File: config.mk
export PLATFORM = sky130hd
export DESIGN_NAME = cache_victim_wb_buffer_flat
export DESIGN_NICKNAME = d
export VERILOG_FILES = /design/src/rtl/cache_victim_wb_buffer_if.sv /design/src/rtl/cache_victim_wb_buffer.sv /design/src/flat_wrapper.sv
export SDC_FILE = /design/constraint.sdc
export NUM_CORES = 1
export LEC_CHECK = 0
export ABC_AREA = 1
export CORE_AREA = 2 2 467 469
export CTS_CLUSTER_SIZE = 28
export DETAILED_ROUTE_END_ITERATION = 8
export DIE_AREA = 0 0 469 471
export PLACE_DENSITY = 0.38
export SLEW_MARGIN = 40
export SYNTH_ARGS = -nofsm -noshare
export SYNTH_HDL_FRONTEND = slang
export SYNTH_SLANG_ARGS = --single-unit
File: constraint.sdc
create_clock -name clk -period 11.8 [get_ports clk]
set_clock_uncertainty 0.1 [all_clocks]
set_input_delay 2.36 -clock clk [delete_from_list [all_inputs] [get_ports clk]]
set_output_delay 2.36 -clock clk [all_outputs]
set_load 0.005 [all_outputs]
File: src/rtl/cache_victim_wb_buffer_if.sv
// Bus-side req/ack bundle carrying the victim line out of the writeback buffer.
// The master drives the beats and the slave returns the per-beat ack.
interface cache_victim_wb_buffer_if #(
    parameter int PA_BITS = 32,
    parameter int AHBW    = 64
);
    logic               BusReq;
    logic               BusAck;
    logic [PA_BITS-1:0] BusAdr;
    logic [AHBW-1:0]    BusWData;
    logic               BusLast;

    modport master (output BusReq, BusAdr, BusWData, BusLast, input BusAck);
    modport slave  (input BusReq, BusAdr, BusWData, BusLast, output BusAck);
endinterface

File: src/rtl/cache_victim_wb_buffer.sv
// Single-entry victim writeback buffer: captures a dirty evicted line, then drains it
// as LINELEN/AHBW req/ack beats so the cache can start its refill immediately.
//
// state | meaning
// EMPTY | no line held; a dirty eviction is captured
// DRAIN | line held; beats are offered on the bus until the last one is acked
module cache_victim_wb_buffer #(
    parameter int NUMWAYS = 4,
    parameter int LINELEN = 256,
    parameter int AHBW    = 64,
    parameter int PA_BITS = 32
) (
    input  logic                       clk,
    input  logic                       reset,
    input  logic                       CaptureEn,
    input  logic [NUMWAYS-1:0]         VictimWay,
    input  logic [NUMWAYS-1:0]         DirtyWay,
    input  logic [NUMWAYS*LINELEN-1:0] LineWays,
    input  logic [PA_BITS-1:0]         VictimAdr,
    input  logic [PA_BITS-1:0]         MatchAdr,
    cache_victim_wb_buffer_if.master   bus,
    output logic                       Busy,
    output logic                       CaptureStall,
    output logic                       Match,
    output logic                       WBDone
);
    localparam int BEATS = LINELEN / AHBW;
    localparam int CNTW  = (BEATS > 1) ? $clog2(BEATS) : 1;
    localparam int OFF   = $clog2(LINELEN / 8);
    localparam logic [CNTW-1:0]    LASTCNT = CNTW'(BEATS - 1);
    localparam logic [PA_BITS-1:0] OFFMASK = PA_BITS'((1 << OFF) - 1);
    localparam logic [PA_BITS-1:0] BEATBYTES = PA_BITS'(AHBW / 8);

    localparam logic [0:0] EMPTY = 1'b0;
    localparam logic [0:0] DRAIN = 1'b1;

    logic [0:0]         state;
    logic [CNTW-1:0]    cnt;
    logic [LINELEN-1:0] lineBuf;
    logic [PA_BITS-1:0] baseAdr;
    logic [LINELEN-1:0] selLine;
    logic               dirty;
    logic               captureFire;
    logic               isLast;

    assign dirty       = |(VictimWay & DirtyWay);
    assign captureFire = CaptureEn & dirty & (state == EMPTY);
    assign isLast      = (cnt == LASTCNT);

    // VictimWay is one-hot, so OR-ing the masked ways is a plain mux.
    always_comb begin
        selLine = '0;
        for (int i = 0; i < NUMWAYS; i++) begin
            if (VictimWay[i]) selLine = selLine | LineWays[i*LINELEN +: LINELEN];
        end
    end

    always_ff @(posedge clk) begin
        if (reset) begin
            state  <= EMPTY;
            cnt    <= '0;
            WBDone <= 1'b0;
        end else begin
            WBDone <= 1'b0;
            case (state)
                EMPTY: begin
                    if (captureFire) begin
                        state <= DRAIN;
                        cnt   <= '0;
                    end
                end
                DRAIN: begin
                    if (bus.BusAck) begin
                        if (isLast) begin
                            state  <= EMPTY;
                            cnt    <= '0;
                            WBDone <= 1'b1;
                        end else begin
                            cnt <= cnt + 1'b1;
                        end
                    end
                end
                default: state <= EMPTY;
            endcase
        end
    end

    // Payload registers carry no reset; they are only observed while Busy.
    always_ff @(posedge clk) begin
        if (captureFire) begin
            lineBuf <= selLine;
            baseAdr <= VictimAdr & ~OFFMASK;
        end
    end

    assign Busy         = (state == DRAIN);
    assign bus.BusReq   = Busy;
    assign bus.BusLast  = Busy & isLast;
    assign bus.BusWData = Busy ? lineBuf[int'(cnt)*AHBW +: AHBW] : '0;
    assign bus.BusAdr   = Busy ? (baseAdr + PA_BITS'(cnt) * BEATBYTES) : '0;
    assign CaptureStall = CaptureEn & dirty & Busy;
    assign Match        = Busy & (((MatchAdr ^ baseAdr) & ~OFFMASK) == '0);

    a_victim_onehot: assert property (@(posedge clk) disable iff (reset)
        CaptureEn |-> $onehot0(VictimWay));
endmodule

File: src/flat_wrapper.sv
// flat-port wrapper written by rule: the top's interface ports become plain ports
module cache_victim_wb_buffer_flat 
#(
    parameter int NUMWAYS = 4,
    parameter int LINELEN = 256,
    parameter int AHBW    = 64,
    parameter int PA_BITS = 32
)
  (clk, reset, CaptureEn, VictimWay, DirtyWay, LineWays, VictimAdr, MatchAdr, Busy, CaptureStall, Match, WBDone, bus_BusReq, bus_BusAdr, bus_BusWData, bus_BusLast, bus_BusAck);
  cache_victim_wb_buffer_if #(.PA_BITS(PA_BITS), .AHBW(AHBW)) bus_i ();
  input  logic clk;
  input  logic reset;
  input  logic CaptureEn;
  input  logic [NUMWAYS-1:0] VictimWay;
  input  logic [NUMWAYS-1:0] DirtyWay;
  input  logic [NUMWAYS*LINELEN-1:0] LineWays;
  input  logic [PA_BITS-1:0] VictimAdr;
  input  logic [PA_BITS-1:0] MatchAdr;
  output logic Busy;
  output logic CaptureStall;
  output logic Match;
  output logic WBDone;
  output wire logic [$bits(bus_i.BusReq)-1:0] bus_BusReq;
  output wire logic [$bits(bus_i.BusAdr)-1:0] bus_BusAdr;
  output wire logic [$bits(bus_i.BusWData)-1:0] bus_BusWData;
  output wire logic [$bits(bus_i.BusLast)-1:0] bus_BusLast;
  input wire logic [$bits(bus_i.BusAck)-1:0] bus_BusAck;
  assign bus_BusReq = bus_i.BusReq;
  assign bus_BusAdr = bus_i.BusAdr;
  assign bus_BusWData = bus_i.BusWData;
  assign bus_BusLast = bus_i.BusLast;
  assign bus_i.BusAck = bus_BusAck;
  cache_victim_wb_buffer #(.NUMWAYS(NUMWAYS), .LINELEN(LINELEN), .AHBW(AHBW), .PA_BITS(PA_BITS)) u_core (.clk(clk), .reset(reset), .CaptureEn(CaptureEn), .VictimWay(VictimWay), .DirtyWay(DirtyWay), .LineWays(LineWays), .VictimAdr(VictimAdr), .MatchAdr(MatchAdr), .bus(bus_i), .Busy(Busy), .CaptureStall(CaptureStall), .Match(Match), .WBDone(WBDone));
endmodule
==> results.toml <==
[synth]
ys_ff_latch = 287
yosysSeqAreaShare_pct = 48.6
avgSynthCellArea_um2 = 7.44
yosys.area.top_type = "edfxtp_1"
ys_types = 25
synth_warnings = 0
synthCells = 2374
synth.cell_area_um2 = 17700
synthDominantCellAreaShare_pct = 48.1
netlist_top_cells_area = "edfxtp_1 48%, nand2_1 23%, nand4_1 9.1%, nor2_1 5.8%, buf_2 3.3%"
yosys_most_used_dff = "edfxtp_1"
synth-edff-count = 283
synth_async_sr_flop_share_pct = 0

[global_routing]
track_usage_pct = 13.7
grt_busiest_layer = "met2"
antenna_found_initial = 110
grt_pass1_wl_mm = 202
grt_overflow = 0
met2_usage_pct = 23.2
grt_max_degree = 123
met3_usage_pct = 5.31
met1_usage_pct = 15.7
grt_pass1_vias = 22300

[detailed_routing]
initialDrtViolationCount = 1324
drc = 0
wirelength_mm = 160
via_per_inst = 3.45
drt_pass1_iterations = 7
wl_per_cell_um = 25.1
vias = 22000
postRouteAntennaNets = 0

[placement]
place_hpwl_mm = 130
routabilityCongestion = 0.903
place_ws_ns = 4.66
place_area_um2 = 32600
port_buffers = 1188

[clock_tree]
cts_tree = "yes"
cts_setup_buffers = 0
cts_made_buffers = 44
cts_hold_buf = 0
clk_pin_slew_ns = 0.06
htreeDepth = 2
clockRootBuffer = "clkbuf_16"
numClockSinks = 287
clk_latency_ns = 0.64
clock_path_buffers = 3
postCtsResizedCells = 0

[pwr]
total_power_mw = 3.62
p_leak_nw = 12.3
worst_ir_drop_vdd_v = 0.0000885
powerDensity_nw_per_um2 = 106

[timing]
period_needed_ns = 6.87
setup_violations = 0
rsz0062_at_grt = "false"
tightest_slew_ns = 0.853
timing.setup.tns_ns = 0
final.setup.worst_slack_ns = 4.93
fin_crit_sh_pct = 58.2
fmax_mhz = 146
slew_headroom_pct = 43.2
hold_viol = 0
slew_viol_final = 0

[critical_path]
reg2reg_from = "u_core.Busy"
r2r-end = "u_core.lineBuf[155]"
cpMaxStageDelayCell = "clkdlybuf4s50_1"
end_kind = "output pin"
worstPathRequired_ns = 9.34
r2r_setup_slack_ns = 8.50
criticalPathCategory = "primary input to output pin"
crit_path_frequent_cell = "nand2_1"
startpoint_type = "primary input"
reg2reg_depth = 5
crit_fanout = 2
crit_chain = "clkdlybuf4s50_1 > nand2_1 > nand2_1 > inv_1 > nand2_1 > nand2_1 > nor2_1 > clkdlybuf4s50_1"
crit_arrival_ns = 4.41
slowest_delay_ns = 0.55

[floorplanning]
core-area_um2 = 216000
pin_count = 1202
die_h_um = 471
die_area_um2 = 221000
rows = 171
die_width_um = 469
start_util_pct = 8.17

[finish]
layout_commonest_cell = "clkdlybuf4s50_1"
final_cell_mix = "1184 x clkdlybuf4s50_1, 1096 x nand2_1, 283 x edfxtp_1, 275 x nor2_1, 256 x nand4_1"
nNetsFinal = 4570
final.fill_count = 24800
design_area_um2 = 34200
drive_gt1_share_pct = 3.28
syn2layout_area_growth_pct = 93.6

[outcome]
outcome = "finished, final reports clean"

[worst_hold_path]
min_to = "u_core.Busy"
holdPathStages = 2
hp-class = "flip-flop to flip-flop"
hp-start = "u_core.Busy"

[job]
maxCapViolations = 0
==> per-stage QoR <==
step	util, %	hold WS [ns]	cells
6_report	15.8	0.800	6385
5_1_grt	15.8	0.860	6366
4_1_cts	15.8	0.830	6357
3_5_place_dp	15.1	0.816	6277
3_3_place_gp	15.0	0.811	6274
2_1_floorplan	-	0.472	2376
==> layout make-up <==
type                            instances  area, um^2  share of cell area [%]
Sequential cell                       287        8590                    25.1
Clock inverter                         32         405                    1.19
Inverter                               59         241                   0.706
Timing Repair Buffer                 1219       12200                    35.8
Multi-Input combinational cell       1858        7950                    23.2
Antenna cell                           28        70.1                   0.205
Tap cell                             2854        3570                    10.4
Clock buffer                           48        1140                    3.33
==> how the worst max path moves through the flow <==
stage | startpoint | to | slack, ns | depth (start not counted)
final | DirtyWay[3] | CaptureStall | 4.93 | 8
after global routing | DirtyWay[3] | CaptureStall | 4.70 | 8
after CTS | DirtyWay[3] | CaptureStall | 4.65 | 8
after detailed placement | DirtyWay[3] | CaptureStall | 4.66 | 8
after global placement | DirtyWay[3] | CaptureStall | 4.67 | 8
after floorplan | VictimWay[1] | u_core.baseAdr[10] | 2.80 | 7
==> worst max-delay path, delay by kind of cell <==
family | cells | cell delay [ns]
buf+inv | 3 | 1.05
simple gates | 5 | 0.98
==> cell usage after synthesis, types with 2 or more instances <==
| master | n |
|---|---|
| buf_2 | 117 |
| o21ai_1 | 49 |
| dfxtp_1 | 4 |
| inv_2 | 2 |
| or2_2 | 3 |
| buf_6 | 13 |
| inv_1 | 57 |
| o21ai_0 | 93 |
| nand4_1 | 256 |
| edfxtp_1 | 283 |
| buf_1 | 9 |
| buf_4 | 6 |
| xnor2_1 | 7 |
| clkbuf_2 | 9 |
| a21oi_1 | 66 |
| nand3_1 | 5 |
| clkbuf_1 | 18 |
| nand2_1 | 1096 |
| nor2_1 | 275 |
==> report_power, final <==
part | total (mW) | leakage, nW | switching, mW | internal, mW
registers | 1.24 | 2.60 | 0.0318 | 1.21
clock network | 1.49 | 0.746 | 0.602 | 0.892
logic | 0.882 | 9.00 | 0.428 | 0.454
total | 3.62 | 12.3 | 1.06 | 2.56
==> cells by family (layout without fill, tap and decap cells) <==
group	after synthesis	in the layout	synth area share [%]
AND/OR/NAND/NOR	1636	1636	38.5
adder cells (fa/ha/maj)	1	1	0.0708
XOR/XNOR	8	8	0.397
flip-flops	287	287	48.6
AO/OA/AOI/OAI	210	210	5.98
buffers and inverters	231	1358	6.48
other	1	31	0.0212
==> state kept, by name, summed over array words and instances (netlist names) <==
signal / cells
u_core.lineBuf: 256
u_core.baseAdr: 27
u_core.cnt: 2
u_core.Busy: 1
u_core.WBDone: 1
==> routing by layer <==
metal / vias up / routed length [um]
li1: 10200 / -
met1: 10400 / 63700
met2: 1146 / 74800
met3: 239 / 16000
met4: 76 / 4820
met5: - / 756
Note: power is estimated with default switching activity, not from simulation.
